==> config.mk <==
export PLATFORM = sky130hd
export DESIGN_NAME = uart_tx_fifo
export DESIGN_NICKNAME = d
export VERILOG_FILES = /design/src/rtl/uart_tx_fifo.sv
export SDC_FILE = /design/constraint.sdc
export NUM_CORES = 1
export LEC_CHECK = 0
export CAP_MARGIN = 20
export CORE_ASPECT_RATIO = 0.8
export CORE_MARGIN = 2
export CORE_UTILIZATION = 50
export DETAILED_ROUTE_END_ITERATION = 12
export PLACE_DENSITY = 0.69
export SLEW_MARGIN = 25
export SYNTH_ARGS = -nofsm -noshare
export SYNTH_HDL_FRONTEND = slang
export SYNTH_SLANG_ARGS = --single-unit
==> constraint.sdc <==
create_clock -name clk -period 2.9 [get_ports clk]
set_clock_uncertainty 0.2 [all_clocks]
set_input_delay 0.29 -clock clk [delete_from_list [all_inputs] [get_ports clk]]
set_output_delay 0.29 -clock clk [all_outputs]
set_load 0.01 [all_outputs]
==> src/rtl/uart_tx_fifo.sv <==
// UART transmitter fed from an internal FIFO. Words pushed over valid/ready are
// framed (start, data LSB first, optional parity, stop) and sent back-to-back.
module uart_tx_fifo #(
  parameter int CLKS_PER_BIT = 868,
  parameter int DATA_BITS    = 8,
  parameter int PARITY       = 0,
  parameter int STOP_BITS    = 1,
  parameter int FIFO_DEPTH   = 16
) (
  input  logic                              clk,
  input  logic                              rst,
  input  logic [DATA_BITS-1:0]              tx_data,
  input  logic                              tx_valid,
  output logic                              tx_ready,
  output logic                              uart_s_out,
  output logic                              busy,
  output logic [$clog2(FIFO_DEPTH+1)-1:0]   fifo_count
);

  localparam int CW = $clog2(CLKS_PER_BIT);
  localparam int AW = $clog2(FIFO_DEPTH);
  localparam int BW = $clog2(DATA_BITS);
  localparam int NW = $clog2(FIFO_DEPTH+1);
  localparam logic [CW-1:0] BAUD_LAST  = CW'(CLKS_PER_BIT - 1);
  localparam logic [BW-1:0] DATA_LAST  = BW'(DATA_BITS - 1);
  localparam logic [NW-1:0] FULL_COUNT = NW'(FIFO_DEPTH);
  localparam logic          STOP_LAST  = (STOP_BITS == 2);
  localparam logic          ODD_PARITY = (PARITY == 2);

  typedef enum logic [2:0] {IDLE, START, DATA, PAR, STOP} state_t;

  logic [DATA_BITS-1:0] mem [FIFO_DEPTH];
  logic [AW-1:0]        wr_ptr;
  logic [AW-1:0]        rd_ptr;
  logic [NW-1:0]        count;
  state_t               state;
  logic [CW-1:0]        baud;
  logic [BW-1:0]        bit_idx;
  logic                 stop_idx;
  logic [DATA_BITS-1:0] shift;
  logic                 parity_bit;
  logic                 line;
  logic [DATA_BITS-1:0] head;
  logic                 push;
  logic                 pop;
  logic                 bit_end;
  logic                 not_empty;

  assign not_empty  = (count != '0);
  assign tx_ready   = (count != FULL_COUNT);
  assign push       = tx_valid && tx_ready;
  assign bit_end    = (baud == BAUD_LAST);
  assign head       = mem[rd_ptr];
  // A pop happens from IDLE, or on the very last stop cycle so frames abut.
  assign pop        = not_empty &&
                      ((state == IDLE) ||
                       ((state == STOP) && bit_end && (stop_idx == STOP_LAST)));
  assign busy       = (state != IDLE) || not_empty;
  assign uart_s_out = line;
  assign fifo_count = count;

  always_ff @(posedge clk) begin
    if (push) begin
      mem[wr_ptr] <= tx_data;
    end
  end

  always_ff @(posedge clk or posedge rst) begin
    if (rst) begin
      wr_ptr <= '0;
      rd_ptr <= '0;
      count  <= '0;
    end else begin
      if (push) wr_ptr <= wr_ptr + AW'(1);
      if (pop)  rd_ptr <= rd_ptr + AW'(1);
      case ({push, pop})
        2'b10:   count <= count + NW'(1);
        2'b01:   count <= count - NW'(1);
        default: count <= count;
      endcase
    end
  end

  always_ff @(posedge clk or posedge rst) begin
    if (rst) begin
      state      <= IDLE;
      baud       <= '0;
      bit_idx    <= '0;
      stop_idx   <= 1'b0;
      shift      <= '0;
      parity_bit <= 1'b0;
      line       <= 1'b1;
    end else begin
      baud <= bit_end ? '0 : baud + CW'(1);
      case (state)
        IDLE: begin
          baud <= '0;
          if (pop) begin
            shift      <= head;
            parity_bit <= (^head) ^ ODD_PARITY;
            line       <= 1'b0;
            state      <= START;
          end
        end
        START: begin
          if (bit_end) begin
            line    <= shift[0];
            bit_idx <= '0;
            state   <= DATA;
          end
        end
        DATA: begin
          if (bit_end) begin
            if (bit_idx == DATA_LAST) begin
              if (PARITY != 0) begin
                line  <= parity_bit;
                state <= PAR;
              end else begin
                line     <= 1'b1;
                stop_idx <= 1'b0;
                state    <= STOP;
              end
            end else begin
              shift   <= shift >> 1;
              line    <= shift[1];
              bit_idx <= bit_idx + BW'(1);
            end
          end
        end
        PAR: begin
          if (bit_end) begin
            line     <= 1'b1;
            stop_idx <= 1'b0;
            state    <= STOP;
          end
        end
        STOP: begin
          if (bit_end) begin
            if (stop_idx == STOP_LAST) begin
              if (pop) begin
                shift      <= head;
                parity_bit <= (^head) ^ ODD_PARITY;
                line       <= 1'b0;
                state      <= START;
              end else begin
                state <= IDLE;
              end
            end else begin
              stop_idx <= 1'b1;
            end
          end
        end
        default: begin
          line  <= 1'b1;
          state <= IDLE;
        end
      endcase
    end
  end

endmodule

# Word-level counts from Yosys, hierarchy flattened
# Memories as Yosys holds them, arrays and structs flattened.
# Cells that the tools add are included.
word_totals:
  ff_bits: 39
  mem_bits_rw: 128
  in_bits: 11
  out_inout_bits: 8
  elab_cells: 90
  n_memories: 1
memory_table:
  columns: ["name", "words", "width", "rd", "rd_clocked_by_memory_dff", "wr", "line_no", "source"]
  rows:
  - ["mem", 16, 8, 1, 0, 1, "32", "logic [DATA_BITS-1:0] mem [FIFO_DEPTH];"]
classes:
  addsub: 6
  n_eq_ne: 17
  n_mux: 38
  n_bitwise: 1
  n_reduce_logical: 18
ops:
  columns: ["op", "n"]
  rows:
  - ["8-bit two-way mux", 5]
  - ["3-bit two-way mux", 10]
  - ["8-bit one-hot mux with 3 select lines", 1]
  - ["10-bit two-way mux", 2]
  - ["2-bit != test, second input constant", 8]
  - ["1-bit two-way mux", 15]
  - ["3-bit one-hot mux with 5 select lines", 1]
  - ["5-bit AND reduction", 3]
  - ["10-bit by 1-bit adder with 10-bit output, second input constant", 1]
  - ["10-bit equality test, second input constant", 1]
  - ["5-bit one-hot mux with 2 select lines", 1]
  - ["3-bit nonzero test", 3]
  - ["4-bit by 1-bit adder with 4-bit output, second input constant", 2]
  - ["7-bit AND reduction", 1]
  - ["3-bit by 2-bit equality test with 1-bit output, second input constant", 2]
  - ["3-bit equality test, second input constant", 2]
  - ["3-bit one-hot mux with 2 select lines", 1]
  - ["5-bit by 1-bit adder with 5-bit output, second input constant", 1]
  - ["5-bit != test, second input constant", 1]
  - ["1-bit one-hot mux with 5 select lines", 1]
  - ["5-bit nonzero test", 1]
  - ["5-bit by 1-bit subtractor with 5-bit output, second input constant", 1]
  - ["1-bit logical AND", 4]
  - ["4-bit AND reduction", 1]
  - ["9 further kinds", 11]

# Longest topological paths before layout
# Gate-level depths: netlist (run 1).
depth:
  depth_word: 9
  depth_mapped: 13

# Least setup slack after synthesis (run 1)
# No wires, ideal clock.
synth_timing:
  kind: "register to register"
  start: "register count[0] (netlist: fifo_count[0])"
  end: "register count[4] (netlist: fifo_count[4])"
  setup_ns: 0.079
  arrival_ns: 2.830
  required_time_ns: 2.621
  slack_ns: -0.209
  path_stages_with_launch: 12
  path_buffers: 0
  cell_sequence: "dfrtp_1 > or4_4 > o21ai_2 > nor2_2 > ha_1 > xor2_1 > ha_1 > or3b_1 > a21oi_1 > a21oi_1 > o32ai_1 > xor2_1"
synth_via:
  elab_chain_cells: 4
  elab_cells_between_ends: 10
synth_lines:
  columns: ["element", "line_no", "source"]
  rows:
  - ["start: declaration", "35", "logic [NW-1:0] count;"]
  - ["start signal: assignment", "77", "2'b10: count <= count + NW'(1);"]
  - ["start signal: assignment", "78", "2'b01: count <= count - NW'(1);"]
  - ["start signal: assignment", "79", "default: count <= count;"]
  - ["5-bit nonzero test *", "49", "assign not_empty = (count != '0);"]
  - ["1-bit logical AND *", "55", "assign pop = not_empty &&"]
  - ["net pop", "45", "logic pop;"]
  - ["2-bit by 1-bit equality test with 1-bit output or 2-bit equality test (tied branches)", "76", "case ({push, pop})"]
  - ["5-bit one-hot mux with 2 select lines or 2-bit nonzero test (tied branches)", null, null]
# Mark *: on every way through the listed nets, which the timed path passes. The rest lies on a longest branch.
# A chain may end at the register's enable or synchronous reset.

# Worst setup path after layout (run 1)
# Same ends and word-level chain as after synthesis.

==> results of run 1 <==
## what timing repair did
action / CTS / global route
buffers inserted: 0 / 0
resized for setup: 3 / 2
gates cloned: 0 / 0
setup endpoints to repair: 1 / 1
pin swaps: 0 / 2
## cell families (layout without fill, tap and decap cells)
logic type,Yosys count,in the layout,synth area share
xor+xnor,21,21,0.0264
fa+ha+maj,11,11,0.0197
simple gates,105,105,0.0769
mux,46,46,0.127
buf+inv,30,103,0.0206
compound gates,44,44,0.0425
flops,166,166,0.687
## critical path, stage by stage, from the launching register on
cell	delay [ns]
dfrtp_2	0.40
or4_4	0.57
o21ai_4	0.15
nor2_2	0.06
ha_2	0.18
xor2_1	0.14
ha_2	0.18
or3b_1	0.35
a21oi_1	0.15
a21oi_1	0.07
o32ai_2	0.23
xor2_1	0.16
## stage by stage
| stage | setup TNS, ns | worst slack, ns | hold WS (ns) | cells | util |
|---|---|---|---|---|---|
| 5_1_grt | -0.133 | -0.133 | 0.162 | 676 | 0.607 |
| 4_1_cts | 0 | 0.000992 | 0.103 | 676 | 0.606 |
| 3_3_place_gp | -0.0124 | -0.0124 | 0.274 | 644 | 0.561 |
| 3_5_place_dp | -0.0515 | -0.0515 | 0.280 | 644 | 0.561 |
| 2_1_floorplan | -0.128 | -0.128 | 0.189 | 423 | - |
| 6_report | -0.00830 | -0.00830 | 0.0964 | 676 | 0.607 |
## cell type report
class / instances / area [um^2]
tap: 180 / 225
timing repair buffer: 61 / 515
fill: 1023 / 5350
inverter: 10 / 37.5
multi-input combinational: 227 / 2080
sequential: 166 / 4800
clock buffer: 17 / 425
clock inverter: 15 / 168
## layout by cell type (no fill, tap or decap), types with 10 or more instances in the layout
master and n:
mux4_2 28, edfxtp_1 128, nand2_1 20, mux2i_1 10
xnor2_1 12, inv_1 10, a21oi_1 13, dfrtp_1 34
clkdlybuf4s50_1 18, nor2_1 41, clkbuf_16 17, buf_4 42
## worst max-delay path by stage
stage,end,start
final,fifo_count[4]$_DFFE_PP0P_,fifo_count[0]$_DFFE_PP0P_
after global routing,fifo_count[4]$_DFFE_PP0P_,fifo_count[0]$_DFFE_PP0P_
after CTS,fifo_count[4]$_DFFE_PP0P_,fifo_count[0]$_DFFE_PP0P_
after detailed placement,fifo_count[4]$_DFFE_PP0P_,fifo_count[0]$_DFFE_PP0P_
after global placement,fifo_count[4]$_DFFE_PP0P_,fifo_count[0]$_DFFE_PP0P_
after floorplan,fifo_count[4]$_DFFE_PP0P_,fifo_count[0]$_DFFE_PP0P_
## sequential cells by signal, indices dropped and copies added (netlist names)
register / flops
baud: 10
bit_idx: 3
mem: 128
uart_s_out: 1
wr_ptr: 4
fifo_count: 5
state: 3
shift: 8
rd_ptr: 4
## power breakdown
part           leakage, nW  switching [mW]  total (mW)  internal, mW
logic                 1.05            1.05        2.19          1.13
registers             1.62           0.318        3.26          2.94
clock network        0.288           0.957        2.25          1.29
## per-layer routing
layer  wire length (um)  GRT usage  vias to the layer above
li1                   -          -                     1760
met2               6310      0.312                       91
met1               6040      0.282                     1898
met3                793     0.0553                       15
met5                  0          0                        -
met4                187     0.0565                        0
==> results.py, run 1 <==
metrics = {
    "cts": {
        "tritoncts": "done",
        "clock-sinks": 166,
        "clk_path_buf_depth": 2,
        "root_buffer": "clkbuf_16",
        "path_clk_slew_ns": 0.06,
        "clk_latency_ns": 0.42,
        "hold_buffers": 0,
        "cts_max_level": 4,
        "numCtsBuffers": 17,
    },
    "floorplanning": {
        "die_y_um": 110,
        "start_util": 0.513,
        "die_w_um": 136,
        "core_area_um2": 13600,
        "rows": 38,
        "die_area_um2": 14900,
        "io_pins": 19,
    },
    "yosys": {
        "synth_common_cells": "edfxtp_1 (128), nor2_1 (41), dfrtp_1 (37)",
        "synth_warnings": 0,
        "synth_ff_type": "edfxtp_1",
        "async_reset_ff_frac": 0.229,
        "synth.area.top_cells": "edfxtp_1 (55%), dfrtp_1 (13%), mux4_2 (9.0%), nor2_1 (2.2%), ha_1 (2.0%)",
        "synth_edf_count": 128,
        "ys_types": 57,
        "syn_inst": 423,
        "yosysMostFrequentCell": "edfxtp_1",
        "mappedNetlistArea_um2": 6980,
        "syn_nets": 445,
        "avgSynthCellArea_um2": 16.5,
        "synth_seq_cells": 166,
        "netlist.area_leader.share": 0.551,
        "ys_seq_area_frac": 0.687,
        "yosysTopAreaCell": "edfxtp_1",
    },
    "timing": {
        "rsz0062_at_grt": "yes",
        "slew_viol_final": 0,
        "tightest_slew_ns": 1.02,
        "fin_ws_ns": -0.00830,
        "finalHoldViolCount": 0,
        "finalSetupViolCount": 1,
        "fmax_mhz": 344,
        "layout_min_cycle_time_ns": 2.91,
        "relSlewSlack": 0.320,
        "period_share": 1.00,
    },
    "global_route": {
        "grt_pass1_wl_um": 21500,
        "overflow": 0,
        "grt_max_degree": 39,
        "grt_use_total": 0.201,
        "grt_pass1_vias": 3879,
        "antenna_found_initial": 0,
    },
    "route": {
        "routed_wl_um": 13300,
        "final_antenna_net_count": 0,
        "first_pass_iters": 4,
        "vias": 3764,
        "wl_per_cell_um": 19.7,
        "vias_per_cell": 5.57,
        "drc_errors": 0,
        "drt_iter0_markers": 261,
    },
    "power_and_ir_drop": {
        "finalPower_mw": 7.69,
        "powerDensity_nw_per_um2": 933,
        "power_leakage_nw": 2.96,
        "vdd_drop_max_mv": 1.01,
    },
    "status": {
        "failed_checks": "negative setup slack",
        "status": "finished, violations left",
    },
    "critical_path": {
        "critPathLaunchType": "register",
        "r2r_end": "fifo_count[4]$_DFFE_PP0P_",
        "reg2reg_depth": 11,
        "reg2reg_slack_ns": -0.008,
        "r2r-start": "fifo_count[0]$_DFFE_PP0P_",
        "cp-end-kind": "register",
        "required_ns": 3.05,
        "cp.arrival_ns": 3.06,
        "critPathKind": "reg -> reg",
        "crit_path_max_fanout": 2,
    },
    "finish": {
        "area_growth_syn_to_layout_pct": 18.2,
        "design_area_um2": 8250,
        "drive_gt1_frac": 0.248,
        "nets": 505,
        "n_antenna_cell": 0,
    },
    "worst_hold_path": {
        "hold_class": "in -> async",
    },
    "placed_design": {
        "dpl_cell_area_um2": 7630,
        "routabilityCongestion": 0.866,
        "hpwl_um": 8900,
        "port_buffers": 18,
    },
    "run": {
        "max-cap-violations": 0,
    },
}
No activity file was read; power rests on OpenSTA's default activity.
==> run 2, diff against run 1 <==
CORE_MARGIN = 10   (was 2)
CTS_BUF_LIST = sky130_fd_sc_hd__clkbuf_2   (was default)
DONT_BUFFER_PORTS = 1   (was default)
PLACE_DENSITY = 0.68   (was 0.69)
==> run 2 against run 1 <==
Against the previous run: the run still ends with negative setup slack left; count of clock-buffer cells in the layout up 1; worst hold slack better by 0.14 ns; non-clock buffer count down 8; core utilization down 3.1 points; global-route usage down 5.6 points; largest cell class unchanged; total power down 14%; combinational power about the same; sequential power down 1%; clock power down 48%.
==> results.py, run 2 (same netlist as run 1, synthesis figures left out) <==
metrics = {
    "status": {
        "status": "finished, violations left",
        "failed_checks": "negative setup slack",
    },
    "power_and_ir_drop": {
        "powerDensity_nw_per_um2": 844,
        "internal_power_mw": 4.35,
        "swShare": 0.342,
        "p_seq_frac": 0.488,
        "vdd_drop_max_mv": 0.516,
        "p_sw_mw": 2.26,
        "power_leakage_nw": 2.77,
        "p_comb_frac": 0.333,
        "pwr-share-clk": 0.179,
    },
    "critical_path": {
        "reg2reg_depth": 11,
        "r2r_end": "fifo_count[4]$_DFFE_PP0P_",
        "critPathKind": "reg -> reg",
        "r2r-start": "fifo_count[0]$_DFFE_PP0P_",
        "cp-endpoint": "fifo_count[4]$_DFFE_PP0P_",
        "critPathLaunchType": "register",
        "required_ns": 3.37,
        "cp-end-kind": "register",
        "crit_path_max_fanout": 2,
        "cp.arrival_ns": 3.43,
        "critPathLaunch": "fifo_count[0]$_DFFE_PP0P_",
        "reg2reg_slack_ns": -0.06,
    },
    "finish": {
        "most-common-layout-cells": "edfxtp_1 (128), nor2_1 (41), buf_4 (40), dfrtp_1 (34), mux4_2 (28)",
        "area_growth_syn_to_layout_pct": 12.0,
        "regMostFlops": "mem",
        "fillCellCount": 1048,
        "multiInputGateArea_um2": 2090,
        "largest_reg_flops": 128,
        "stdcell_count": 670,
        "layout_commonest_cell": "edfxtp_1",
        "reg.largest.list": "mem (128), baud (10), shift (8)",
        "drive_gt1_frac": 0.254,
        "seq_area_um2": 4800,
        "fin_util": 0.575,
        "nets": 497,
    },
    "global_route": {
        "antenna_found_initial": 2,
        "overflow": 0,
        "grt_use_total": 0.144,
        "grt_pass1_wl_um": 21400,
        "grt_max_degree": 23,
        "grt_pass1_vias": 3752,
    },
    "placed_design": {
        "placedCellCount": 623,
        "pre_cts_slack_ns": -0.0438,
        "hpwl_um": 8970,
        "routabilityCongestion": 0.811,
        "port_buffers": 0,
    },
    "cts": {
        "clk_latency_ns": 0.75,
        "path_clk_slew_ns": 0.24,
        "clock-sinks": 166,
        "tritoncts": "done",
        "cts_max_level": 4,
        "numCtsBuffers": 17,
        "clk_path_buf_depth": 2,
        "root_buffer": "clkbuf_2",
    },
    "route": {
        "vias_per_cell": 5.74,
        "final_antenna_net_count": 0,
        "drt_iter0_markers": 292,
        "vias": 3846,
        "routed_wl_um": 13500,
        "wl_per_cell_um": 20.2,
        "first_pass_iters": 5,
        "drc_errors": 0,
    },
    "timing": {
        "fmax_mhz": 337,
        "slew_viol_final": 0,
        "fin_tns_setup_ns": -0.0647,
        "period_share": 1.02,
        "finalSetupViolCount": 1,
        "finalHoldViolCount": 0,
        "layout_min_cycle_time_ns": 2.96,
        "fin_ws_ns": -0.0647,
        "relSlewSlack": 0.431,
        "tightest_slew_ns": 0.850,
        "rsz0062_at_grt": "yes",
    },
    "floorplanning": {
        "die_y_um": 126,
        "core_area_um2": 13600,
        "start_util": 0.513,
        "die_area_um2": 19100,
        "rows": 38,
        "die_w_um": 152,
        "io_pins": 19,
    },
    "worst_hold_path": {
        "hold_class": "in -> reg",
    },
    "run": {
        "max-cap-violations": 0,
    },
}
## run 2: layout make-up
cell class                      instances  area share
Sequential cell                       166       0.614
Multi-Input combinational cell        227       0.267
Timing Repair Buffer                   53      0.0557
Tap cell                              180      0.0288
Clock inverter                         14      0.0181
Clock buffer                           18      0.0115
Inverter                               10     0.00480
Antenna cell                            2    0.000640
## run 2: critical path, stage by stage (launching register included)
cell	delay (ns)
dfrtp_2	0.46
or4_4	0.57
o21ai_4	0.15
nor2_2	0.06
ha_2	0.19
xor2_1	0.14
ha_2	0.18
or3b_1	0.37
a21oi_2	0.14
a21oi_1	0.06
o32ai_2	0.22
xor2_1	0.16
## run 2: power groups by stage
stage	sequential [mW]	combinational [mW]	clock [mW]
floorplan	3.16	1.56	0
global placement	3.25	2.10	0
detailed placement	3.27	2.15	0
CTS	3.22	2.20	1.21
global route	3.27	2.39	1.33
finish	3.22	2.20	1.18
## run 2: worst min path at each step
stage                                end  startpoint  cells after the start
3_3_place_gp   fifo_count[4]$_DFFE_PP0P_         rst                      1
3_5_place_dp   fifo_count[4]$_DFFE_PP0P_         rst                      1
6_report           wr_ptr[0]$_DFFE_PP0P_    tx_valid                      4
5_1_grt            wr_ptr[0]$_DFFE_PP0P_    tx_valid                      4
2_1_floorplan        mem[0][0]$_DFFE_PP_  tx_data[0]                      0
4_1_cts            wr_ptr[0]$_DFFE_PP0P_    tx_valid                      4
## run 2: repair_timing
action	4_1_cts	5_1_grt
setup endpoints to repair	1	1
resized for setup	3	3
endpoints found under the hold margin	173	0
buffers inserted	0	1
hold buffers	12	0
## run 2: metrics by stage
step / instance area, um^2 / hold WS (ns) / power [mW]
final: 7820 / 0.241 / 6.60
after floorplan: 6990 / 0.189 / 4.72
after global routing: 7820 / 0.193 / 6.99
after detailed placement: 7420 / 0.184 / 5.42
after CTS: 7790 / 0.185 / 6.64
after global placement: 7420 / 0.150 / 5.35
## run 2: layer usage
metal  global-route usage  vias to the layer above  wire length (um)
met5                    0                        -                 0
met4               0.0503                        0               216
met3               0.0418                       19               936
met2                0.218                      139              6300
met1                0.197                     1950              6050
li1                     -                     1738                 -
==> run 3, diff against run 2 <==
ABC_CLOCK_PERIOD_IN_PS = 2900   (was default)
CORE_MARGIN = 4   (was 10)
CTS_CLUSTER_DIAMETER = 200   (was default)
==> run 3 against run 2 <==
Against the previous run: the run still ends with negative setup slack left; non-clock buffer count decreased by 8; count of clock-buffer cells in the layout increased by 1; core utilization decreased by 0.57 points; critical path depth unchanged; design area decreased by 0.99%; sequential power increased by 2%; sequential share of layout area increased by 0.61 points; global-route usage increased by 3.6 points; critical path type unchanged; largest power group unchanged; highest routed layer is now met5.
==> results.py, run 3 (same netlist as run 1, synthesis figures left out) <==
metrics = {
    "status": {
        "status": "finished, violations left",
        "failed_checks": "negative setup slack",
    },
    "route": {
        "drt_iter0_markers": 203,
        "final_antenna_net_count": 0,
        "drc_errors": 0,
        "vias": 3752,
        "routed_wl_um": 13300,
        "first_pass_iters": 6,
        "vias_per_cell": 5.67,
        "wl_per_cell_um": 20.1,
    },
    "critical_path": {
        "cp.arrival_ns": 3.46,
        "crit_family": "simple AND/OR/NAND/NOR gates",
        "cp-end-kind": "register",
        "slowest_delay_ns": 0.57,
        "cp_cell_sequence": "or4_4 > o21ai_4 > nor2_2 > ha_2 > xor2_1 > ha_2 > or3b_1 > a21oi_1 > a21oi_1 > o32ai_2 > xor2_1",
        "reg2reg_depth": 11,
        "r2r_end": "fifo_count[4]$_DFFE_PP0P_",
        "required_ns": 3.34,
        "r2r-start": "fifo_count[0]$_DFFE_PP0P_",
        "critPathKind": "reg -> reg",
        "cp_slowest_cell": "or4_4",
        "critPathBufInv": 0,
        "reg2reg_slack_ns": -0.12,
        "critPathLaunchType": "register",
        "crit_path_max_fanout": 2,
    },
    "cts": {
        "tritoncts": "done",
        "clk_path_buf_depth": 2,
        "clock-sinks": 166,
        "numCtsBuffers": 17,
        "root_buffer": "clkbuf_2",
        "path_clk_slew_ns": 0.23,
        "cts_max_level": 4,
        "clk_latency_ns": 0.69,
    },
    "timing": {
        "period_share": 1.04,
        "layout_min_cycle_time_ns": 3.02,
        "rsz0062_at_grt": "yes",
        "relSlewSlack": 0.419,
        "holdWs_ns": 0.283,
        "fin_ws_ns": -0.120,
        "finalHoldViolCount": 0,
        "slew_viol_final": 0,
        "finalSetupViolCount": 1,
        "fmax_mhz": 331,
        "fin_tns_setup_ns": -0.120,
        "tightest_slew_ns": 0.869,
    },
    "run": {
        "max-cap-violations": 0,
    },
    "finish": {
        "area_growth_syn_to_layout_pct": 10.9,
        "fin_util": 0.569,
        "fillCellCount": 1051,
        "most-common-layout-cells": "edfxtp_1 (128), nor2_1 (41), dfrtp_1 (34), buf_4 (33), mux4_2 (28)",
        "seq_area_um2": 4800,
        "regMostFlops": "mem",
        "stdcell_count": 662,
        "multiInputGateArea_um2": 2080,
        "nets": 489,
        "largest_reg_flops": 128,
        "reg.largest.list": "mem (128), baud (10), shift (8)",
        "drive_gt1_frac": 0.244,
        "layout_commonest_cell": "edfxtp_1",
    },
    "placed_design": {
        "routabilityCongestion": 0.798,
        "hpwl_um": 8980,
        "port_buffers": 0,
        "placedCellCount": 617,
    },
    "worst_hold_path": {
        "min_path_cells": 4,
        "hold_class": "in -> reg",
        "hold_end": "wr_ptr[0]$_DFFE_PP0P_",
        "holdCritStartpoint": "tx_valid",
    },
    "global_route": {
        "overflow": 0,
        "grt_pass1_wl_um": 21600,
        "grt_use_total": 0.180,
        "grt_pass1_vias": 3880,
        "antenna_found_initial": 3,
        "grt_max_degree": 28,
    },
    "floorplanning": {
        "start_util": 0.513,
        "rows": 38,
        "die_w_um": 140,
        "io_pins": 19,
        "die_area_um2": 15900,
        "core_area_um2": 13600,
        "die_y_um": 114,
    },
    "power_and_ir_drop": {
        "powerDensity_nw_per_um2": 838,
        "vdd_drop_max_mv": 0.461,
        "power_leakage_nw": 2.73,
    },
}
run 3: cell count changes in the layout (fill, tap and decap cells not counted), sizes merged:
cell | before | now
clkbuf | 18 | 19
clkinvlp | 3 | 2
clkinv | 4 | 5
inv | 16 | 15
buf | 42 | 34
run 3: worst reg2reg max path, cell delays in order (launching register included):
cell and delay, ns:
dfrtp_2 0.46, or4_4 0.57, o21ai_4 0.15, nor2_2 0.06, ha_2 0.19, xor2_1 0.15
ha_2 0.18, or3b_1 0.36, a21oi_1 0.17, a21oi_1 0.07, o32ai_2 0.25, xor2_1 0.16
run 3: timing repair:
| action | 4_1_cts | 5_1_grt |
|---|---|---|
| endpoints found under the hold margin | 159 | 25 |
| pin swaps | 1 | 0 |
| hold buffers | 10 | 1 |
| setup endpoints to repair | 1 | 1 |
| buffers inserted | 0 | 0 |
| resized for setup | 3 | 1 |
run 3: final cells by class:
type | count | share of cell area
flip-flops and latches | 166 | 0.620
multi-input cells | 227 | 0.269
repair buffers | 45 | 0.0488
well taps | 180 | 0.0291
clock inverters | 13 | 0.0157
clock buffers | 19 | 0.0123
inverters | 10 | 0.00485
diodes | 2 | 0.000646
run 3: power breakdown:
group	total (mW)	switching (mW)	internal, mW
sequential	3.27	0.332	2.94
combinational	2.09	1.06	1.03
clock	1.13	0.803	0.329
total	6.49	2.19	4.29
run 3: metrics by stage:
step                power (mW)  instance area [um^2]  worst slack, ns
floorplan                 4.72                  6990           -0.128
global placement          5.30                  7380         -0.00673
detailed placement        5.36                  7380          -0.0971
CTS                       6.54                  7710          -0.0679
global route              6.87                  7740           -0.241
finish                    6.49                  7740           -0.120
run 3: how the worst max path moves through the flow:
stage	from	to	slack [ns]	depth (start not counted)
finish	fifo_count[0]$_DFFE_PP0P_	fifo_count[4]$_DFFE_PP0P_	-0.12	11
detailed placement	fifo_count[0]$_DFFE_PP0P_	fifo_count[4]$_DFFE_PP0P_	-0.1	11
global placement	fifo_count[0]$_DFFE_PP0P_	fifo_count[4]$_DFFE_PP0P_	-0.007	11
floorplan	fifo_count[0]$_DFFE_PP0P_	fifo_count[4]$_DFFE_PP0P_	-0.13	11
global route	fifo_count[0]$_DFFE_PP0P_	fifo_count[4]$_DFFE_PP0P_	-0.24	11
CTS	fifo_count[0]$_DFFE_PP0P_	fifo_count[4]$_DFFE_PP0P_	-0.07	11
run 3: per-layer routing:
layer  wire length, um  up-vias  global-route usage
met2              6320       99               0.280
met5                13        -                   0
met4                76        2              0.0407
li1                  -     1721                   -
met3               921       12              0.0583
met1              5950     1918               0.254
